### config.mk
export PLATFORM = sky130hd
export DESIGN_NAME = seq_div_unit
export DESIGN_NICKNAME = d
export VERILOG_FILES = /design/src/rtl/seq_div_unit.sv
export SDC_FILE = /design/constraint.sdc
export NUM_CORES = 1
export LEC_CHECK = 0
export ABC_CLOCK_PERIOD_IN_PS = 10470
export BUFFER_PORTS_ARGS = -buffer_cell sky130_fd_sc_hd__buf_2
export CAP_MARGIN = 20
export CORE_UTILIZATION = 60
export CTS_CLUSTER_DIAMETER = 50
export DETAILED_ROUTE_END_ITERATION = 8
export MAX_ROUTING_LAYER = met4
export PLACE_DENSITY = 0.84
export SLEW_MARGIN = 10
export SYNTH_ARGS = -nofsm -noshare
export SYNTH_HDL_FRONTEND = slang
export SYNTH_SLANG_ARGS = --single-unit
### constraint.sdc
create_clock -name clk -period 10.47 [get_ports clk]
set_clock_uncertainty 0.15 [all_clocks]
set_input_delay 1.5705 -clock clk [delete_from_list [all_inputs] [get_ports clk]]
set_output_delay 1.5705 -clock clk [all_outputs]
set_load 0.1 [all_outputs]
### src/rtl/seq_div_unit.sv
// Multi-cycle restoring divider for DIV/DIVU: one quotient bit per clock,
// returns {remainder, quotient} with sign fix-up applied on the final write.
module seq_div_unit #(
  parameter int WIDTH = 32
) (
  input  logic               clk,
  input  logic               rst,
  input  logic               start,
  input  logic               signed_div,
  input  logic [WIDTH-1:0]   div_op1,
  input  logic [WIDTH-1:0]   div_op2,
  input  logic               annul,
  output logic               busy,
  output logic               is_done,
  output logic [2*WIDTH-1:0] result
);

  localparam int CW = $clog2(WIDTH);
  localparam logic [CW-1:0] LAST_ITER = CW'(WIDTH - 1);

  typedef enum logic [1:0] {
    IDLE = 2'd0,
    CALC = 2'd1,
    DONE = 2'd2
  } state_t;

  state_t           state_r;
  logic [CW-1:0]    cnt_r;
  logic [WIDTH-1:0] dvd_r;
  logic [WIDTH-1:0] dsr_r;
  logic [WIDTH-1:0] rem_r;
  logic [WIDTH-1:0] quo_r;
  logic             q_neg_r;
  logic             r_neg_r;

  logic             a_neg_s;
  logic             b_neg_s;
  logic [WIDTH-1:0] a_mag_s;
  logic [WIDTH-1:0] b_mag_s;
  logic             div_zero_s;
  logic [WIDTH:0]   shifted_s;
  logic [WIDTH:0]   trial_s;
  logic [WIDTH-1:0] rem_next_s;
  logic             q_bit_s;
  logic [WIDTH-1:0] quo_next_s;
  logic [WIDTH-1:0] quo_fix_s;
  logic [WIDTH-1:0] rem_fix_s;

  // Operand conditioning: magnitudes in signed mode, pass-through otherwise.
  always_comb begin
    a_neg_s    = signed_div & div_op1[WIDTH-1];
    b_neg_s    = signed_div & div_op2[WIDTH-1];
    a_mag_s    = a_neg_s ? (~div_op1 + {{(WIDTH-1){1'b0}}, 1'b1}) : div_op1;
    b_mag_s    = b_neg_s ? (~div_op2 + {{(WIDTH-1){1'b0}}, 1'b1}) : div_op2;
    div_zero_s = (div_op2 == {WIDTH{1'b0}});
  end

  // One restoring step plus the sign-corrected values for the final write.
  always_comb begin
    shifted_s = {rem_r, dvd_r[WIDTH-1]};
    trial_s   = shifted_s - {1'b0, dsr_r};
    if (!trial_s[WIDTH]) begin
      rem_next_s = trial_s[WIDTH-1:0];
      q_bit_s    = 1'b1;
    end else begin
      rem_next_s = shifted_s[WIDTH-1:0];
      q_bit_s    = 1'b0;
    end
    quo_next_s = {quo_r[WIDTH-2:0], q_bit_s};
    quo_fix_s  = q_neg_r ? (~quo_next_s + {{(WIDTH-1){1'b0}}, 1'b1}) : quo_next_s;
    rem_fix_s  = r_neg_r ? (~rem_next_s + {{(WIDTH-1){1'b0}}, 1'b1}) : rem_next_s;
  end

  // Control FSM with registered busy / is_done / result.
  always_ff @(posedge clk) begin
    if (rst) begin
      state_r <= IDLE;
      cnt_r   <= {CW{1'b0}};
      dvd_r   <= {WIDTH{1'b0}};
      dsr_r   <= {WIDTH{1'b0}};
      rem_r   <= {WIDTH{1'b0}};
      quo_r   <= {WIDTH{1'b0}};
      q_neg_r <= 1'b0;
      r_neg_r <= 1'b0;
      busy    <= 1'b0;
      is_done <= 1'b0;
      result  <= {(2*WIDTH){1'b0}};
    end else begin
      case (state_r)
        IDLE: begin
          if (start && !annul) begin
            if (div_zero_s) begin
              // Divide by zero skips iteration; raw dividend is returned.
              result  <= {div_op1, {WIDTH{1'b1}}};
              is_done <= 1'b1;
              state_r <= DONE;
            end else begin
              dvd_r   <= a_mag_s;
              dsr_r   <= b_mag_s;
              rem_r   <= {WIDTH{1'b0}};
              quo_r   <= {WIDTH{1'b0}};
              q_neg_r <= a_neg_s ^ b_neg_s;
              r_neg_r <= a_neg_s;
              cnt_r   <= {CW{1'b0}};
              busy    <= 1'b1;
              state_r <= CALC;
            end
          end
        end
        CALC: begin
          if (annul) begin
            busy    <= 1'b0;
            cnt_r   <= {CW{1'b0}};
            state_r <= IDLE;
          end else begin
            rem_r <= rem_next_s;
            quo_r <= quo_next_s;
            dvd_r <= {dvd_r[WIDTH-2:0], 1'b0};
            if (cnt_r == LAST_ITER) begin
              result  <= {rem_fix_s, quo_fix_s};
              is_done <= 1'b1;
              busy    <= 1'b0;
              cnt_r   <= {CW{1'b0}};
              state_r <= DONE;
            end else begin
              cnt_r <= cnt_r + {{(CW-1){1'b0}}, 1'b1};
            end
          end
        end
        DONE: begin
          if (!start) begin
            is_done <= 1'b0;
            state_r <= IDLE;
          end
        end
        default: begin
          busy    <= 1'b0;
          is_done <= 1'b0;
          state_r <= IDLE;
        end
      endcase
    end
  end

endmodule

# --- Yosys cells after proc, flatten, opt, wreduce, memory -nomap -nowiden ---
# Index checks and enable logic that the tools add are counted.
word_totals:
  output_inout_bits: 66
  latchBits: 0
  mem_bits_rw: 0
  n_memories: 0
  input_bits: 69
  romBits: 0
  elab_cells: 91
  register_bits: 202
classes:
  mux: 43
  eq_ne: 10
  n_div: 0
  magnitude_cmp: 0
  bitwise: 9
  multipliers: 0
  n_shift: 0
  reduce_logical: 12
  n_addsub: 6
ops:
  columns: ["operator", "count"]
  rows:
  - ["two-way mux 32 bit", 11]
  - ["two-way mux 64 bit", 4]
  - ["adder 32 x 1 -> 32 bit (second input constant)", 4]
  - ["inverter 32 bit", 4]
  - ["one-hot mux 32 bit (2 select lines)", 2]
  - ["one-hot mux 64 bit (2 select lines)", 1]
  - ["one-hot mux 31 bit (2 select lines)", 1]
  - ["subtractor 33 x 32 -> 33 bit", 1]
  - ["logical NOT 32 bit", 1]
  - ["two-way mux 31 bit", 1]
  - ["two-way mux 5 bit", 4]
  - ["inequality test 2 bit (second input constant)", 6]
  - ["two-way mux 1 bit", 10]
  - ["two-way mux 2 bit", 5]
  - ["one-hot mux 5 bit (2 select lines)", 1]
  - ["AND reduction 5 bit", 2]
  - ["AND reduction 3 bit", 3]
  - ["AND reduction 4 bit", 2]
  - ["one-hot mux 1 bit (3 select lines)", 2]
  - ["one-hot mux 2 bit (3 select lines)", 1]
  - ["adder 5 x 1 -> 5 bit (second input constant)", 1]
  - ["== test 5 bit (second input constant)", 1]
  - ["inequality test 3 bit (second input constant)", 1]
  - ["AND 1 bit", 2]
  - ["other kinds (8)", 9]

# --- Logic depth before layout (Yosys ltp) ---
logic_depth:
  ltp_word: 8
  ltp_mapped: 23

# --- Worst setup path after synthesis ---
# No wires, ideal clock.
synth_path:
  path_kind: "register to register"
  start: "register dvd_r[31]"
  end: "register result[56]"
  period_less_slack_ns: 4.516
  required_time_ns: 10.225
  stages_incl_launch_ff: 23
  setup_time_ns: 0.095
  arrival_ns: 4.271
  n_path_buf: 3
  setup_slack_ns: 5.954
  cell_sequence: "dfxtp_1 inv_1 ha_1 inv_1 fa_1 a211o_1 a21o_1 nand4_4 a21oi_2 o21a_1 nor2_2 buf_4 buf_4 buf_4 mux2i_1 ha_1 nand3_1 a2111oi_0 a41oi_1 nor3_2 a21oi_1 xnor2_1 a221oi_1"
synth_via:
  elab_chain_len: 8
synth_lines:
  columns: ["element", "line_no", "source"]
  rows:
  - ["from (decl)", "29", "logic [WIDTH-1:0] dvd_r;"]
  - ["from (signal assigned)", "79", "dvd_r <= {WIDTH{1'b0}};"]
  - ["from (signal assigned)", "98", "dvd_r <= a_mag_s;"]
  - ["from (signal assigned)", "118", "dvd_r <= {dvd_r[WIDTH-2:0], 1'b0};"]
  - ["subtractor 33 x 32 -> 33 bit", "61", "trial_s = shifted_s - {1'b0, dsr_r};"]
  - ["two-way mux 32 bit *", "62", "if (!trial_s[WIDTH]) begin"]
  - ["inverter 32 bit", "71", "rem_fix_s = r_neg_r ? (~rem_next_s + {{(WIDTH-1){1'b0}}, 1'b1}) : rem_next_s;"]
  - ["adder 32 x 1 -> 32 bit", "71", null]
  - ["two-way mux 32 bit *", "71", null]
  - ["two-way mux 64 bit *", "119", "if (cnt_r == LAST_ITER) begin"]
  - ["two-way mux 64 bit *", "111", "if (annul) begin"]
  - ["one-hot mux 64 bit (2 select lines) *", "89", "case (state_r)"]
  - ["to (signal assigned)", "87", "result <= {(2*WIDTH){1'b0}};"]
  - ["to (signal assigned)", "94", "result <= {div_op1, {WIDTH{1'b1}}};"]
  - ["to (signal assigned)", "120", "result <= {rem_fix_s, quo_fix_s};"]
  - ["to (decl)", "15", "output logic [2*WIDTH-1:0] result"]
# Mark *: on every way between the ends. The rest lies on a longest branch, timed or not. The select of a mux whose other input is x is not followed.
# A chain may end at the register's enable or synchronous reset.

# --- Worst setup path in the final report ---
layout_path:
  start: "register rem_r[17]"
  end: "register result[54]"
layout_via:
  elab_chain_len: 8
layout_lines:
  columns: ["element", "line_no", "source"]
  rows:
  - ["from (decl)", "31", "logic [WIDTH-1:0] rem_r;"]
  - ["from (signal assigned)", "81", "rem_r <= {WIDTH{1'b0}};"]
  - ["from (signal assigned)", "100", "rem_r <= {WIDTH{1'b0}};"]
  - ["from (signal assigned)", "116", "rem_r <= rem_next_s;"]
  - ["subtractor 33 x 32 -> 33 bit", "61", null]
  - ["two-way mux 32 bit *", "62", null]
  - ["inverter 32 bit", "71", null]
  - ["adder 32 x 1 -> 32 bit", "71", null]
  - ["two-way mux 32 bit *", "71", null]
  - ["two-way mux 64 bit *", "119", null]
  - ["two-way mux 64 bit *", "111", null]
  - ["one-hot mux 64 bit (2 select lines) *", "89", null]
# Marked as above.

==> flow_metrics.env <==
export IMPL_status="finished, final reports clean"
export IMPL_yosysTopAreaCell="dfxtp_1"
export IMPL_setup_viol=0
export IMPL_r2r_start="rem_r[17]$_SDFFE_PP0P_"
export IMPL_io_pins=135
export IMPL_stdcell_count=2071
export IMPL_dpl_hpwl_um=26600
export IMPL_crit_chain="ha_1 > and2_1 > a21oi_1 > o31a_1 > o31ai_2 > o21a_1 > nor2_2 > buf_4 > inv_2 > nor2_1 > a21oi_1 > ha_1 > nand3_1 > a2111oi_0 > a41oi_1 > nor3_2 > nor3_1 > o21ai_0 > a41oi_1"
export IMPL_num_antenna_cells=0
export IMPL_max_slew_margin=0.288
export IMPL_dr_pass1_iters=5
export IMPL_antenna_found_initial=0
export IMPL_finalHoldViolations=0
export IMPL_maxSlewViolCount=0
export IMPL_synth_seq_area_share=0.308
export IMPL_post_cts_buffers=0
export IMPL_p_sw_uw=578
export IMPL_dp_cells=2026
export IMPL_drc=0
export IMPL_dpl_worst_slack_ps=4530
export IMPL_tns_ps=0
export IMPL_avgSynthCellArea_um2=7.61
export IMPL_critical_path_arrival_ps=6290
export IMPL_post_route_period_util=0.582
export IMPL_fin_ws_ps=4380
export IMPL_sw_frac_of_total=0.291
export IMPL_grt_use_total=0.353
export IMPL_p_clk_frac=0.428
export IMPL_synth_edf_count=0
export IMPL_clkLatencyLatePin_ps=530
export IMPL_worstHoldPathType="reg -> reg"
export IMPL_cts_made_buffers=25
export IMPL_htree_levels=1
export IMPL_cp_max_fo=48
export IMPL_vdd_drop_max_mv=0.128
export IMPL_async_flop_share=0
export IMPL_gr_max_usage_layer="met2"
export IMPL_fmax_mhz=164
export IMPL_sequentialPowerShare=0.402
export IMPL_grtUsageMet1=0.457
export IMPL_min_period_ps=6090
export IMPL_internal_power_uw=1410
export IMPL_leakage_uw=0.00593
export IMPL_rsz0062_at_grt="false"
export IMPL_synth_ff_type="dfxtp_1"
export IMPL_wl_per_cell_um=18.6
export IMPL_drt_iter0_drc=1162
export IMPL_ant_nets=0
export IMPL_met2_usage=0.562
export IMPL_holdWs_ps=312
export IMPL_synth_cells=1723
export IMPL_slowest_delay_ps=670
export IMPL_worstSetupPathType="reg -> reg"
export IMPL_r2r_setup_slack_ps=4380
export IMPL_cts_sinks=202
export IMPL_yosysWarnings=0
export IMPL_clockBufferDepth=3
export IMPL_nets=1887
export IMPL_die_h_um=150
export IMPL_use_met3=0.0363
export IMPL_synth_area_leaders="dfxtp_1 31%, nor2_1 8.3%, a211oi_1 4.9%"
export IMPL_drv_cap=0
export IMPL_gp_congestion=0.981
export IMPL_r2r_end="result[54]$_SDFFE_PP0P_"
export IMPL_grt_start_max_net_pins=106
export IMPL_ctsHoldBuffers=0
export IMPL_finalPower_uw=1990
export IMPL_crit_path_end_kind="flip-flop"
export IMPL_p_comb_frac=0.170
export IMPL_reg2reg_depth=19
export IMPL_cts_tree="built"
export IMPL_crit_end="result[54]$_SDFFE_PP0P_"
export IMPL_worstSetupStartpoint="rem_r[17]$_SDFFE_PP0P_"
export IMPL_ctsResizeCount=0
export IMPL_crit_path_start_kind="flip-flop"
export IMPL_syn_to_final_growth_pct=11.0
export IMPL_die_w_um=150
export IMPL_coreArea_um2=21200
export IMPL_grt_pass1_vias=12400
export IMPL_worstMarginPinSlew_ps=1070
export IMPL_vias_per_cell=6.42
export IMPL_power_density_nw_per_um2=137
export IMPL_syn_area_um2=13100
export IMPL_grt_overflow=0
export IMPL_cts_root_buf="clkbuf_16"
export IMPL_io_buffers=134
export IMPL_ys_seq_elements=202
export IMPL_drive_gt1_frac=0.126
export IMPL_routed_wl_um=38500
export IMPL_die_area_um2=22400
export IMPL_initial_core_util=0.618
export IMPL_syn_num_nets=1831
export IMPL_clk_pin_slew_ps=60
export IMPL_slowest_stage="inv_2"
export IMPL_cp_required_ps=10660
export IMPL_yosysTopAreaCellShare=0.308
export IMPL_vias=13300
export IMPL_yosysUniqueCellTypes=82
export IMPL_grt_pass1_wl_um=62500
export IMPL_row_count=53
[cell usage after synthesis, types with 6 or more instances]
cell type and count:
a21oi_1 126, and2_1 14, o21ai_0 76, inv_1 59, or3_1 16, ha_1 38
nor3_1 42, nor4_1 16, a311oi_1 26, a21o_1 21, dfxtp_1 202, mux2i_1 14
a31oi_1 19, o31ai_1 24, a22oi_1 59, o41ai_1 14, nand3_1 22, buf_4 7
o22ai_1 7, nor2_1 289, nand3b_1 6, o21a_1 10, xnor2_1 69, clkbuf_1 71
mux2_2 8, nand4_1 11, and3_1 12, a211oi_1 86, or4_1 12, nand2_1 147
buf_2 33, nor2b_1 6, xor2_1 63
[through the flow]
stage	util	instance area (um2)
detailed placement	0.647	13700
CTS	0.685	14500
global placement	0.647	13700
global route	0.686	14600
finish	0.686	14600
floorplan	-	13100
[worst min path at each step]
stage / slack (ps) / from / cells after the start / endpoint
after floorplan: 280 / dsr_r[20]$_SDFFE_PP0P_ / 2 / dsr_r[20]$_SDFFE_PP0P_
after global placement: 290 / result[57]$_SDFFE_PP0P_ / 2 / result[57]$_SDFFE_PP0P_
after detailed placement: 310 / result[57]$_SDFFE_PP0P_ / 2 / result[57]$_SDFFE_PP0P_
after CTS: 310 / result[57]$_SDFFE_PP0P_ / 2 / result[57]$_SDFFE_PP0P_
after global routing: 320 / result[57]$_SDFFE_PP0P_ / 2 / result[57]$_SDFFE_PP0P_
final: 310 / result[57]$_SDFFE_PP0P_ / 2 / result[57]$_SDFFE_PP0P_
[per-layer routing]
layer	up-vias	part of all wire
li1	6336	-
met1	6266	0.42
met2	579	0.47
met5	-	0
met4	0	0.042
met3	108	0.071
[cell usage in the layout (no fill, tap or decap), types with 10 or more instances in the layout]
master       n
a211oi_1    86
a21o_1      21
a21oi_1    126
a22oi_1     59
a311oi_1    26
a31oi_1     19
and2_1      14
and3_1      12
buf_2      133
buf_4       10
clkbuf_16   25
dfxtp_1    202
ha_1        38
inv_1       59
mux2i_1     14
nand2_1    146
nand3_1     22
nand4_1     11
nor2_1     288
nor3_1      42
nor4_1      16
o21a_1      10
o21ai_0     76
o31ai_1     24
o41ai_1     14
or3_1       15
or4_1       12
xnor2_1     69
xor2_1      63
[cell families after synthesis]
family | after synthesis | synth area share
XOR/XNOR | 132 | 0.0882
buffers and inverters | 176 | 0.0562
AO/OA/AOI/OAI | 532 | 0.278
multiplexers | 22 | 0.0176
AND/OR/NAND/NOR | 620 | 0.214
flip-flops | 202 | 0.308
adder cells (fa/ha/maj) | 39 | 0.0378
[state kept, by name (all words and copies together) (netlist names), 2 cells and up]
| signal | cells |
|---|---|
| cnt_r | 5 |
| dsr_r | 32 |
| dvd_r | 32 |
| quo_r | 31 |
| rem_r | 32 |
| result | 64 |
| state_r | 2 |
[cell type report]
type                    count  area (um2)
clock buffers              30         664
clock inverters            14         151
fillers                  1770        6670
inverters                  60         225
multi-input cells        1345        8360
flip-flops and latches    202        4040
well taps                 275         344
repair buffers            145         763
[power by group through the flow]
stage                     combinational (uW)  clock, uW  sequential [uW]
after global routing                     371        888              799
after CTS                                332        854              797
after floorplan                          243          0              812
after global placement                   323          0              814
final                                    338        851              798
after detailed placement                 329          0              814
[worst max-delay path: cells and delay by family, from the launching register on]
family                   cells  cell delay [ps]
AO/OA/AOI/OAI                9             2500
adder cells (fa/ha/maj)      2              810
buffers and inverters        2              970
flip-flops                   1              380
AND/OR/NAND/NOR              6             1090
Note: power is estimated with default switching activity, not from simulation.
